`src/rtl/fetch_unit.sv`:
```
// rtl/fetch_unit.sv - instruction fetch stage with IF/ID pipeline register
// Assembles one- and two-word instructions and presents registered fields to decode.
module fetch_unit #(
    parameter int              PC_W         = 16,
    parameter int              INSTR_W      = 16,
    parameter logic [PC_W-1:0] RESET_VECTOR = 16'h0000
) (
    input  logic               clk,
    input  logic               reset,
    output logic [PC_W-1:0]    imem_addr,
    input  logic [INSTR_W-1:0] imem_data,
    input  logic               stall,
    input  logic               flush,
    input  logic [PC_W-1:0]    flush_target,
    output logic [6:0]         opcode,
    output logic [2:0]         rsrc,
    output logic [2:0]         rdst,
    output logic [15:0]        imm,
    output logic [PC_W-1:0]    instr_pc,
    output logic               valid,
    output logic               halted
);

    localparam logic [6:0] OP_IADD = 7'b0100000;
    localparam logic [6:0] OP_LDM  = 7'b0110101;
    localparam logic [6:0] OP_LDD  = 7'b0100010;
    localparam logic [6:0] OP_HLT  = 7'b1100001;

    typedef enum logic [1:0] {
        FETCH_OP  = 2'd0,
        FETCH_IMM = 2'd1,
        HALTED    = 2'd2
    } state_t;

    state_t          state, state_n;
    logic [PC_W-1:0] pc, pc_n;
    logic [6:0]      hold_opcode, hold_opcode_n;
    logic [2:0]      hold_rsrc, hold_rsrc_n;
    logic [2:0]      hold_rdst, hold_rdst_n;
    logic [PC_W-1:0] hold_pc, hold_pc_n;
    logic [6:0]      opcode_n;
    logic [2:0]      rsrc_n, rdst_n;
    logic [15:0]     imm_n;
    logic [PC_W-1:0] instr_pc_n;
    logic            valid_n, halted_n;

    logic [6:0] w_opcode;
    logic [2:0] w_rsrc, w_rdst;
    logic       w_two_word;
    logic       unused_low_bits;

    assign w_opcode        = imem_data[INSTR_W-1 -: 7];
    assign w_rsrc          = imem_data[INSTR_W-8 -: 3];
    assign w_rdst          = imem_data[INSTR_W-11 -: 3];
    assign unused_low_bits = ^imem_data[INSTR_W-14:0];
    assign w_two_word      = (w_opcode == OP_IADD) || (w_opcode == OP_LDM) ||
                             (w_opcode == OP_LDD);
    assign imem_addr       = pc;

    always_comb begin
        state_n       = state;
        pc_n          = pc;
        hold_opcode_n = hold_opcode;
        hold_rsrc_n   = hold_rsrc;
        hold_rdst_n   = hold_rdst;
        hold_pc_n     = hold_pc;
        opcode_n      = opcode;
        rsrc_n        = rsrc;
        rdst_n        = rdst;
        imm_n         = imm;
        instr_pc_n    = instr_pc;
        valid_n       = valid;
        halted_n      = halted;

        // HALTED is checked first so stall and flush cannot wake the stage.
        if (state == HALTED) begin
            valid_n  = 1'b0;
            halted_n = 1'b1;
        end else if (flush) begin
            valid_n = 1'b0;
            pc_n    = flush_target;
            state_n = FETCH_OP;
        end else if (!stall) begin
            pc_n = pc + 1'b1;
            if (state == FETCH_OP) begin
                if (w_two_word) begin
                    hold_opcode_n = w_opcode;
                    hold_rsrc_n   = w_rsrc;
                    hold_rdst_n   = w_rdst;
                    hold_pc_n     = pc;
                    valid_n       = 1'b0;
                    state_n       = FETCH_IMM;
                end else begin
                    opcode_n   = w_opcode;
                    rsrc_n     = w_rsrc;
                    rdst_n     = w_rdst;
                    imm_n      = 16'h0000;
                    instr_pc_n = pc;
                    valid_n    = 1'b1;
                    state_n    = (w_opcode == OP_HLT) ? HALTED : FETCH_OP;
                end
            end else begin
                opcode_n   = hold_opcode;
                rsrc_n     = hold_rsrc;
                rdst_n     = hold_rdst;
                imm_n      = 16'(imem_data);
                instr_pc_n = hold_pc;
                valid_n    = 1'b1;
                state_n    = FETCH_OP;
            end
        end
    end

    always_ff @(posedge clk or negedge reset) begin
        if (!reset) begin
            state       <= FETCH_OP;
            pc          <= RESET_VECTOR;
            hold_opcode <= '0;
            hold_rsrc   <= '0;
            hold_rdst   <= '0;
            hold_pc     <= '0;
            opcode      <= '0;
            rsrc        <= '0;
            rdst        <= '0;
            imm         <= '0;
            instr_pc    <= '0;
            valid       <= 1'b0;
            halted      <= 1'b0;
        end else begin
            state       <= state_n;
            pc          <= pc_n;
            hold_opcode <= hold_opcode_n;
            hold_rsrc   <= hold_rsrc_n;
            hold_rdst   <= hold_rdst_n;
            hold_pc     <= hold_pc_n;
            opcode      <= opcode_n;
            rsrc        <= rsrc_n;
            rdst        <= rdst_n;
            imm         <= imm_n;
            instr_pc    <= instr_pc_n;
            valid       <= valid_n;
            halted      <= halted_n;
        end
    end

endmodule

```
`config.mk`:
```
export PLATFORM = sky130hd
export DESIGN_NAME = fetch_unit
export DESIGN_NICKNAME = d
export VERILOG_FILES = /design/src/rtl/fetch_unit.sv
export SDC_FILE = /design/constraint.sdc
export NUM_CORES = 1
export LEC_CHECK = 0
export CAP_MARGIN = 10
export CORE_MARGIN = 5
export CORE_UTILIZATION = 30
export DETAILED_ROUTE_END_ITERATION = 10
export PLACE_DENSITY = 0.54
export REMOVE_ABC_BUFFERS = 1
export SYNTH_ARGS = -nofsm -noshare
export SYNTH_HDL_FRONTEND = slang
export SYNTH_SLANG_ARGS = --single-unit
```
`constraint.sdc`:
```
create_clock -name clk -period 3.1 [get_ports clk]
set_input_delay 0.775 -clock clk [delete_from_list [all_inputs] [get_ports clk]]
set_output_delay 0.775 -clock clk [all_outputs]
set_load 0.005 [all_outputs]
```
==> flow_summary.ini, run 1 <==
[timing]
period_share_pct = 81.6
grt_setup_unrepaired = no
hold_viol_final = 0
max_freq_mhz = 395
skew_ns = 0.00410
max-slew-margin-rel_pct = 43.2
slew_violations = 0
fin_crit_ns = 2.53
setup_violations = 0
worstMarginPinSlew_ns = 0.852
setup_tns_ns = 0

[synthesis]
synth_cells = 368
yosys.area.top_type = dfrtp_1
yosysWarnings = 0
synth.avg_cell_area_um2 = 11.3
syn-cell-area_mm2 = 0.00416
synth_common_cells = dfrtp_1, nand2_1, o21ai_0
synth_top_family_by_area = multiplexers
async_reset_ff_share_pct = 100
synth_edf_count = 0
synthAdderAreaFrac_pct = 0.301
synth.most_common_cell = dfrtp_1
synth_xor_area_share_pct = 0
synth_compound_area_share_pct = 14.0
synth-seq-cells = 94
synth_top_area_share_pct = 56.6
ys_types = 34
yosysSeqAreaShare_pct = 56.6
synthFlopType = dfrtp_1
yosys.area_share.simple_pct = 10.9
synthTopCellsByArea = dfrtp_1, mux2i_1, mux2_2
synthMuxAreaShare_pct = 14.4

[grt]
grt_pass1_vias = 3159
grtUsageTotal_pct = 13.0
grt_pass1_wl_mm = 17.0
grt_overflow_total = 0
grt_max_degree = 63
grt_antenna_before_repair = 0

[placed_design]
dp_hpwl_mm = 7.11
routabilityCongestion = 0.703
numPortBuffers = 98

[routing]
firstDrtPassIters = 5
ant_nets = 0
routed-via-count = 3150
wl_per_cell_um = 16.2
drt-initial-drc-count = 159
drt_wl_total_mm = 10.5
drc_errors = 0
vias_per_cell = 4.87

[clock_network]
cts_buffers = 9
h-tree-depth = 3
cts_sinks = 94
cts_tree = yes
cts_resized = 0
holdBufCountCts = 0
post_cts_buffers = 0
cts_root_buffer = clkbuf_16
clk_latency_ns = 0.34
clockBufferDepth = 2
cts.clk_slew.worst_paths_ns = 0.07

[setup_path]
crit_type = in -> reg
critical_path.slowest_cell = clkdlybuf4s50_1
path_delay_family = simple AND/OR/NAND/NOR gates
cp_data_arrival_time_ns = 2.76
path_cells = clkdlybuf4s50_1 -> nand2b_1 -> or3_4 -> nor4b_4 -> buf_12 -> mux2_2
cp_max_fo = 22
path_buf_inv = 2
end_kind = flip-flop
critPathMaxStageDelay_ns = 0.44
crit_required_ns = 3.33
crit_path_start_kind = primary input

[power]
peakVddDrop_mv = 0.243
power.density_mw_per_mm2 = 572
p_leak_nw = 2.61
power_mw = 3.23

[finish]
syn2layout_area_growth_pct = 35.9
antennaDiodeCount = 0
fill_cells = 1343
nNetsFinal = 499
drive_gt1_share_pct = 12.6

[flow_run]
drv_cap = 0

[die]
die_w_um = 128
pin_count = 99
die-height_um = 128
row_count = 43
fp.dieArea_mm2 = 0.0163
initial_utilization_pct = 30.3
coreArea_mm2 = 0.0137

[outcome]
status = completed

[hold_path]
hp-class = reg -> reg
-- kinds of logic after synthesis --
group	Yosys count
simple gates	94
compound gates	94
fa+ha+maj	1
mux	57
buf+inv	28
flops	94
-- cell type report --
type	count	area (µm²)	share of cell area, %
clock buffers	10	239	4.23
clock inverters	6	61.3	1.09
inverters	4	15.0	0.266
multi-input cells	246	1670	29.6
flip-flops and latches	94	2350	41.7
well taps	180	225	3.99
repair buffers	107	1080	19.2
-- metrics by stage --
step                std cells  hold WS (ns)  worst slack [ns]  util (%)  instance area, µm²
finish                    647         0.477             0.570      41.2                5650
global route              647         0.504             0.504      41.2                5650
CTS                       647         0.482             0.559      41.2                5650
detailed placement        631         0.464             0.194      39.0                5350
global placement          631         0.462             0.268      39.0                5350
floorplan                 344         0.439             -1.41         -                4010
-- state kept, by name (all words and copies together) (netlist names) --
signal / flops
halted: 1
hold_opcode: 7
hold_pc: 16
hold_rdst: 3
hold_rsrc: 3
imem_addr: 16
imm: 16
instr_pc: 16
opcode: 7
rdst: 3
rsrc: 3
state: 2
valid: 1
-- placed cells by master (no fill, tap or decap), drive strengths merged, types with 2 or more instances in the layout --
cell / netlist / layout
clkdlybuf4s50: 0 / 97
dfrtp: 94 / 94
nand2: 47 / 47
o21ai: 42 / 42
mux2i: 34 / 34
mux2: 23 / 23
a21oi: 16 / 16
a22o: 16 / 16
o22ai: 12 / 12
nor2: 11 / 11
clkbuf: 10 / 10
buf: 14 / 10
nand3: 9 / 9
nor3: 6 / 6
nand4: 5 / 5
inv: 4 / 4
nor2b: 4 / 4
nand2b: 4 / 4
clkinv: 0 / 4
a31o: 2 / 2
a21o: 2 / 2
a22oi: 2 / 2
nor4b: 2 / 2
-- metal layers --
metal / track usage, % / wire length (µm) / vias up
met2: 20.3 / 4800 / 72
met4: 4.74 / 148 / 0
met3: 2.83 / 546 / 13
met1: 17.9 / 4990 / 1552
li1: - / - / 1513
met5: 0 / 0 / -
-- power by group --
group / switching [mW] / total [mW] / internal [mW] / leakage [nW]
Clock: 0.488 / 1.13 / 0.645 / 0.148
Combinational: 0.248 / 0.595 / 0.347 / 1.26
Sequential: 0.129 / 1.50 / 1.37 / 1.20
Total: 0.864 / 3.23 / 2.36 / 2.61
-- final timing paths --
kind | end | slack, ns | cells past startpoint | start
worst max-delay path | hold_pc[6]$_DFFE_PN0P_ | 0.57 | 6 | imem_data[12]
worst min-delay path | halted$_DFFE_PN0P_ | 0.48 | 1 | halted$_DFFE_PN0P_
worst max register to register | imem_addr[9]$_DFFE_PN0P_ | 1.13 | 5 | imem_addr[4]$_DFFE_PN0P_
worst min register to register | halted$_DFFE_PN0P_ | 0.48 | 1 | halted$_DFFE_PN0P_
max in group asynchronous | imm[12]$_DFFE_PN0P_ | 1.89 | 2 | reset
min in group asynchronous | imm[15]$_DFFE_PN0P_ | 0.53 | 1 | reset
No activity file was read; power rests on OpenSTA's default activity.
==> run 2, diff against run 1 <==
PLACE_DENSITY = 0.56   (was 0.54)
clock period = 2 ns   (was 3.1 ns; I/O delays follow)
==> run 2 against run 1 <==
Net effect:
- die area unchanged
- clock power rose by 71%
- largest power group unchanged
- non-clock buffer count up 27
==> flow_summary.ini, run 2 (synthesis gave the netlist of run 1 again) <==
[timing]
fin_crit_ns = 1.91
max-slew-margin-rel_pct = 64.8
period_share_pct = 95.6
slew_violations = 0
hold_viol_final = 0
worstMarginPinSlew_ns = 0.529
max_freq_mhz = 523
holdWs_ns = 0.0661
setup_slack_ns = 0.0877
setup_violations = 0
grt_setup_unrepaired = no
skew_ns = 0.00605

[die]
die_w_um = 128
die-height_um = 128
fp.dieArea_mm2 = 0.0163
initial_utilization_pct = 30.3
pin_count = 99
row_count = 43
coreArea_mm2 = 0.0137

[routing]
routed-via-count = 3182
vias_per_cell = 4.72
drt_wl_total_mm = 10.8
firstDrtPassIters = 4
drc_errors = 0
ant_nets = 0
drt-initial-drc-count = 153
wl_per_cell_um = 16.0

[finish]
final_cells = 674
drive_gt1_share_pct = 18.2
antennaDiodeCount = 0
syn2layout_area_growth_pct = 44.1
layout_commonest_cell = dfrtp_1
nNetsFinal = 526
fin_area_mm2 = 0.00599
final_cell_mix = dfrtp_1, clkdlybuf4s50_1, nand2_1, o21ai_0, mux2i_1

[clock_network]
holdBufCountCts = 0
cts.clk_slew.worst_paths_ns = 0.07
clockBufferDepth = 2
cts_buffers = 9
cts_root_buffer = clkbuf_16
cts_sinks = 94
h-tree-depth = 3
cts_tree = yes
clk_latency_ns = 0.35

[placed_design]
pre_cts_slack_ns = -0.504
routabilityCongestion = 0.760
dp_cells = 652
dp_hpwl_mm = 7.26
placed_area_mm2 = 0.00554
numPortBuffers = 98

[setup_path]
cp_max_fo = 9
cp-startpoint = imem_addr[2]$_DFFE_PN0P_
rr_endpoint = imem_addr[9]$_DFFE_PN0P_
crit_path_start_kind = flip-flop
path_buf_inv = 1
rrSetupSlack_ns = 0.25
r2r_cells = 6
crit-reg2reg-launch = imem_addr[2]$_DFFE_PN0P_
crit_end = imem_addr[2]
critPathMaxStageDelay_ns = 0.56
path_delay_family = buffers and inverters
critical_path.slowest_cell = clkdlybuf4s50_1
path_cells = clkdlybuf4s50_1
cp.depth = 1
cp_data_arrival_time_ns = 1.41
crit_type = reg -> out
end_kind = output pin
crit_required_ns = 1.50

[power]
power.density_mw_per_mm2 = 875
p_leak_nw = 2.81
peakVddDrop_mv = 0.401

[grt]
grtUsageTotal_pct = 13.7
grt_pass1_wl_mm = 17.6
grt_overflow_total = 0
grt_max_degree = 55
grt_antenna_before_repair = 0
grt_pass1_vias = 3305

[hold_path]
hp-class = in -> async

[flow_run]
drv_cap = 0

[outcome]
status = completed
## run 2: through the flow
step | power [mW] | setup TNS, ns | util (%)
floorplan | 2.71 | -158.83 | -
global placement | 3.34 | -28.19 | 40.4
detailed placement | 3.36 | -31.33 | 40.4
CTS | 5.31 | 0 | 43.6
global route | 5.51 | 0 | 43.6
finish | 5.24 | 0 | 43.6
## run 2: worst min path at each step
stage / slack, ns / start / to / depth (start not counted)
after floorplan: 0.20 / reset / halted$_DFFE_PN0P_ / 0
final: 0.07 / reset / opcode[1]$_DFFE_PN0P_ / 1
after detailed placement: 0.44 / reset / opcode[1]$_DFFE_PN0P_ / 1
after global placement: 0.45 / reset / imm[10]$_DFFE_PN0P_ / 1
after CTS: 0.07 / reset / opcode[6]$_DFFE_PN0P_ / 1
after global routing: 0.09 / reset / imm[11]$_DFFE_PN0P_ / 1
## run 2: routing by layer
layer / GRT usage [%] / up-vias / part of all wire, %
met2: 21.9 / 72 / 47
met3: 3.25 / 12 / 5.2
met1: 18.0 / 1539 / 46
met4: 5.24 / 0 / 1.6
met5: 0 / - / 0
li1: - / 1559 / -
## run 2: cell type report
cell class                 count  area [µm²]
clock buffer                  13         270
clock inverter                 3        65.1
fill                        1310        7730
inverter                       4        15.0
multi-input combinational    246        1710
sequential                    94        2350
tap                          180         225
timing repair buffer         134        1350
## run 2: power breakdown
| part | internal (mW) | switching [mW] |
|---|---|---|
| clock | 1.20 | 0.735 |
| sequential | 2.13 | 0.176 |
| combinational | 0.591 | 0.414 |
| total | 3.92 | 1.33 |
## run 2: repair_timing
action                                  CTS  global route
resized for setup                        17             7
buffers inserted                          4             1
endpoints found under the setup margin   49            24
hold endpoints to repair                  0             0
pin swaps                                 3             2
gates cloned                              2             0
==> RTL change (settings of run 2) <==
Register the input `flush_target` before use, with the module's reset. The logic sees it one clock later. The other inputs are not delayed to match.
--- a/src/rtl/fetch_unit.sv
+++ b/src/rtl/fetch_unit.sv
@@ -31,6 +31,16 @@
         FETCH_IMM = 2'd1,
         HALTED    = 2'd2
     } state_t;
+
+    logic [PC_W-1:0] flush_target_q;
+
+    always_ff @(posedge clk or negedge reset) begin
+        if (!reset) begin
+            flush_target_q <= '0;
+        end else begin
+            flush_target_q <= flush_target;
+        end
+    end
 
     state_t          state, state_n;
     logic [PC_W-1:0] pc, pc_n;
@@ -78,7 +88,7 @@
             halted_n = 1'b1;
         end else if (flush) begin
             valid_n = 1'b0;
-            pc_n    = flush_target;
+            pc_n    = flush_target_q;
             state_n = FETCH_OP;
         end else if (!stall) begin
             pc_n = pc + 1'b1;
Formal check against the unedited RTL: not equivalent (Yosys sat finds a counterexample within 4 cycles, from zero or initial values and one cycle with reset low).
==> RTL change against run 2 <==
Power is 1.9% higher. Synthesized area is 13% higher. Sequential cell count is 16 higher. Clock power is 5% lower. Cell area is 9.2% higher. Combinational power is 11% lower. Worst setup slack worse by 0.040 ns. Routed wire length is 16% higher. Largest cell class unchanged.
==> RTL change: results (changes against run 2) <==
Non-filler cells, final: 729 (+8.2%)
RR Endpoint: imem_addr[14]$_DFFE_PN0P_
Compound-Gate Fraction of Synth Area: 15.2% (+1.2 points)
Max incr delay on CP: 0.58 ns (+0.02 ns)
Final nets: 550 (+4.6%)
Final HPWL DP: 8620 um (+19%)
Share of layout cells above drive strength 1: 18.0% (-0.26 points)
Final wirelength: 12500 um (+16%)
Cells after synthesis: 390 (+6.0%)
GP Congestion: 0.800 (+5.2%)
Critical R2R Launch: imem_addr[1]$_DFFE_PN0P_
Outcome: finished, final reports clean
Post-synth cell types: 47 (+38%)
WP data arrival: 1.45 ns (+0.04 ns)
Worst slew pin tran: 0.534 ns (+0.00511 ns)
VDD IR max: 0.000392 V (-2.3%)
Sequential area share after synthesis: 58.8% (+2.2 points)
Placed instance count: 712 (+9.2%)
Max FO, Critical Path: 8 (-1)
WHS: 0.0680 ns (+0.00191 ns)
Internal reg-to-reg setup slack: 0.22 ns (-0.03 ns)
Post-synthesis adder-cell area fraction: 0.267% (-0.034 points)
Leakage: 0.00302 uW (+7.5%)
Vias in the first global route: 3779 (+14%)
Area contributors post-synth: dfrtp_1 59%, mux2i_1 7.5%, o21ai_0 6.8%, mux2_2 5.3%, a22o_1 3.0%
CP endpoint: imem_addr[10]
Crit path from: imem_addr[10]$_DFFE_PN0P_
Mux share of post-synthesis cell area: 13.7% (-0.69 points)
Setup Skew: 0.00952 ns (+0.00347 ns)
Initial detailed-routing violation count: 192 (+25%)
First-pass GRT wire length: 20300 um (+15%)
Vias per cell: 4.95 (+4.9%)
Filler cells: 1488 (+14%)
R2r worst-path depth: 5 (-1)
Post-CTS Setup Repair Bufs: 0 (-4)
CTS buffer count: 9 (unchanged)
Synth top cells by count: 110 x dfrtp_1, 64 x o21ai_0, 35 x mux2i_1
RTL change: logic make-up (layout without fill, tap and decap cells):
logic type / count (synthesis) / in the layout
buffers and inverters: 33 / 161
DFF: 110 / 110
AOI/OAI and AO/OA: 115 / 115
adders and majority gates: 1 / 1
and+or+nand+nor: 70 / 70
muxes: 61 / 61
RTL change: metrics by stage:
| step | total power (uW) | area, um^2 | setup slack, ns |
|---|---|---|---|
| floorplan | 2930 | 4520 | -1.83 |
| global placement | 3540 | 6180 | -0.337 |
| detailed placement | 3560 | 6180 | -0.368 |
| CTS | 5420 | 6480 | 0.0116 |
| global route | 5610 | 6540 | 0.00187 |
| finish | 5340 | 6540 | 0.0475 |
RTL change: timing repair:
item,CTS,global route
endpoints found under the setup margin,1,69
endpoints found under the hold margin,0,0
gates cloned,0,1
resized for setup,1,11
pin swaps,0,1
RTL change: area by class of cell:
type | count | area (um^2) | area share (%)
sequential | 110 | 2760 | 42.2
multi-input combinational | 247 | 1790 | 27.4
timing repair buffer | 143 | 1410 | 21.6
tap | 211 | 264 | 4.04
clock buffer | 13 | 260 | 3.98
clock inverter | 3 | 42.5 | 0.651
inverter | 2 | 7.51 | 0.115
RTL change: per-layer routing:
layer	GRT usage (%)	vias up	share of wire [%]
met3	4.25	15	6.4
met1	18.4	1809	46
met2	22.2	103	46
li1	-	1685	-
met5	0	-	0
met4	4.54	0	1.6
RTL change: power by group:
part | total (uW) | switching (uW) | internal, uW
logic | 887 | 359 | 528
registers | 2620 | 172 | 2450
clock network | 1830 | 794 | 1040
total | 5340 | 1330 | 4020
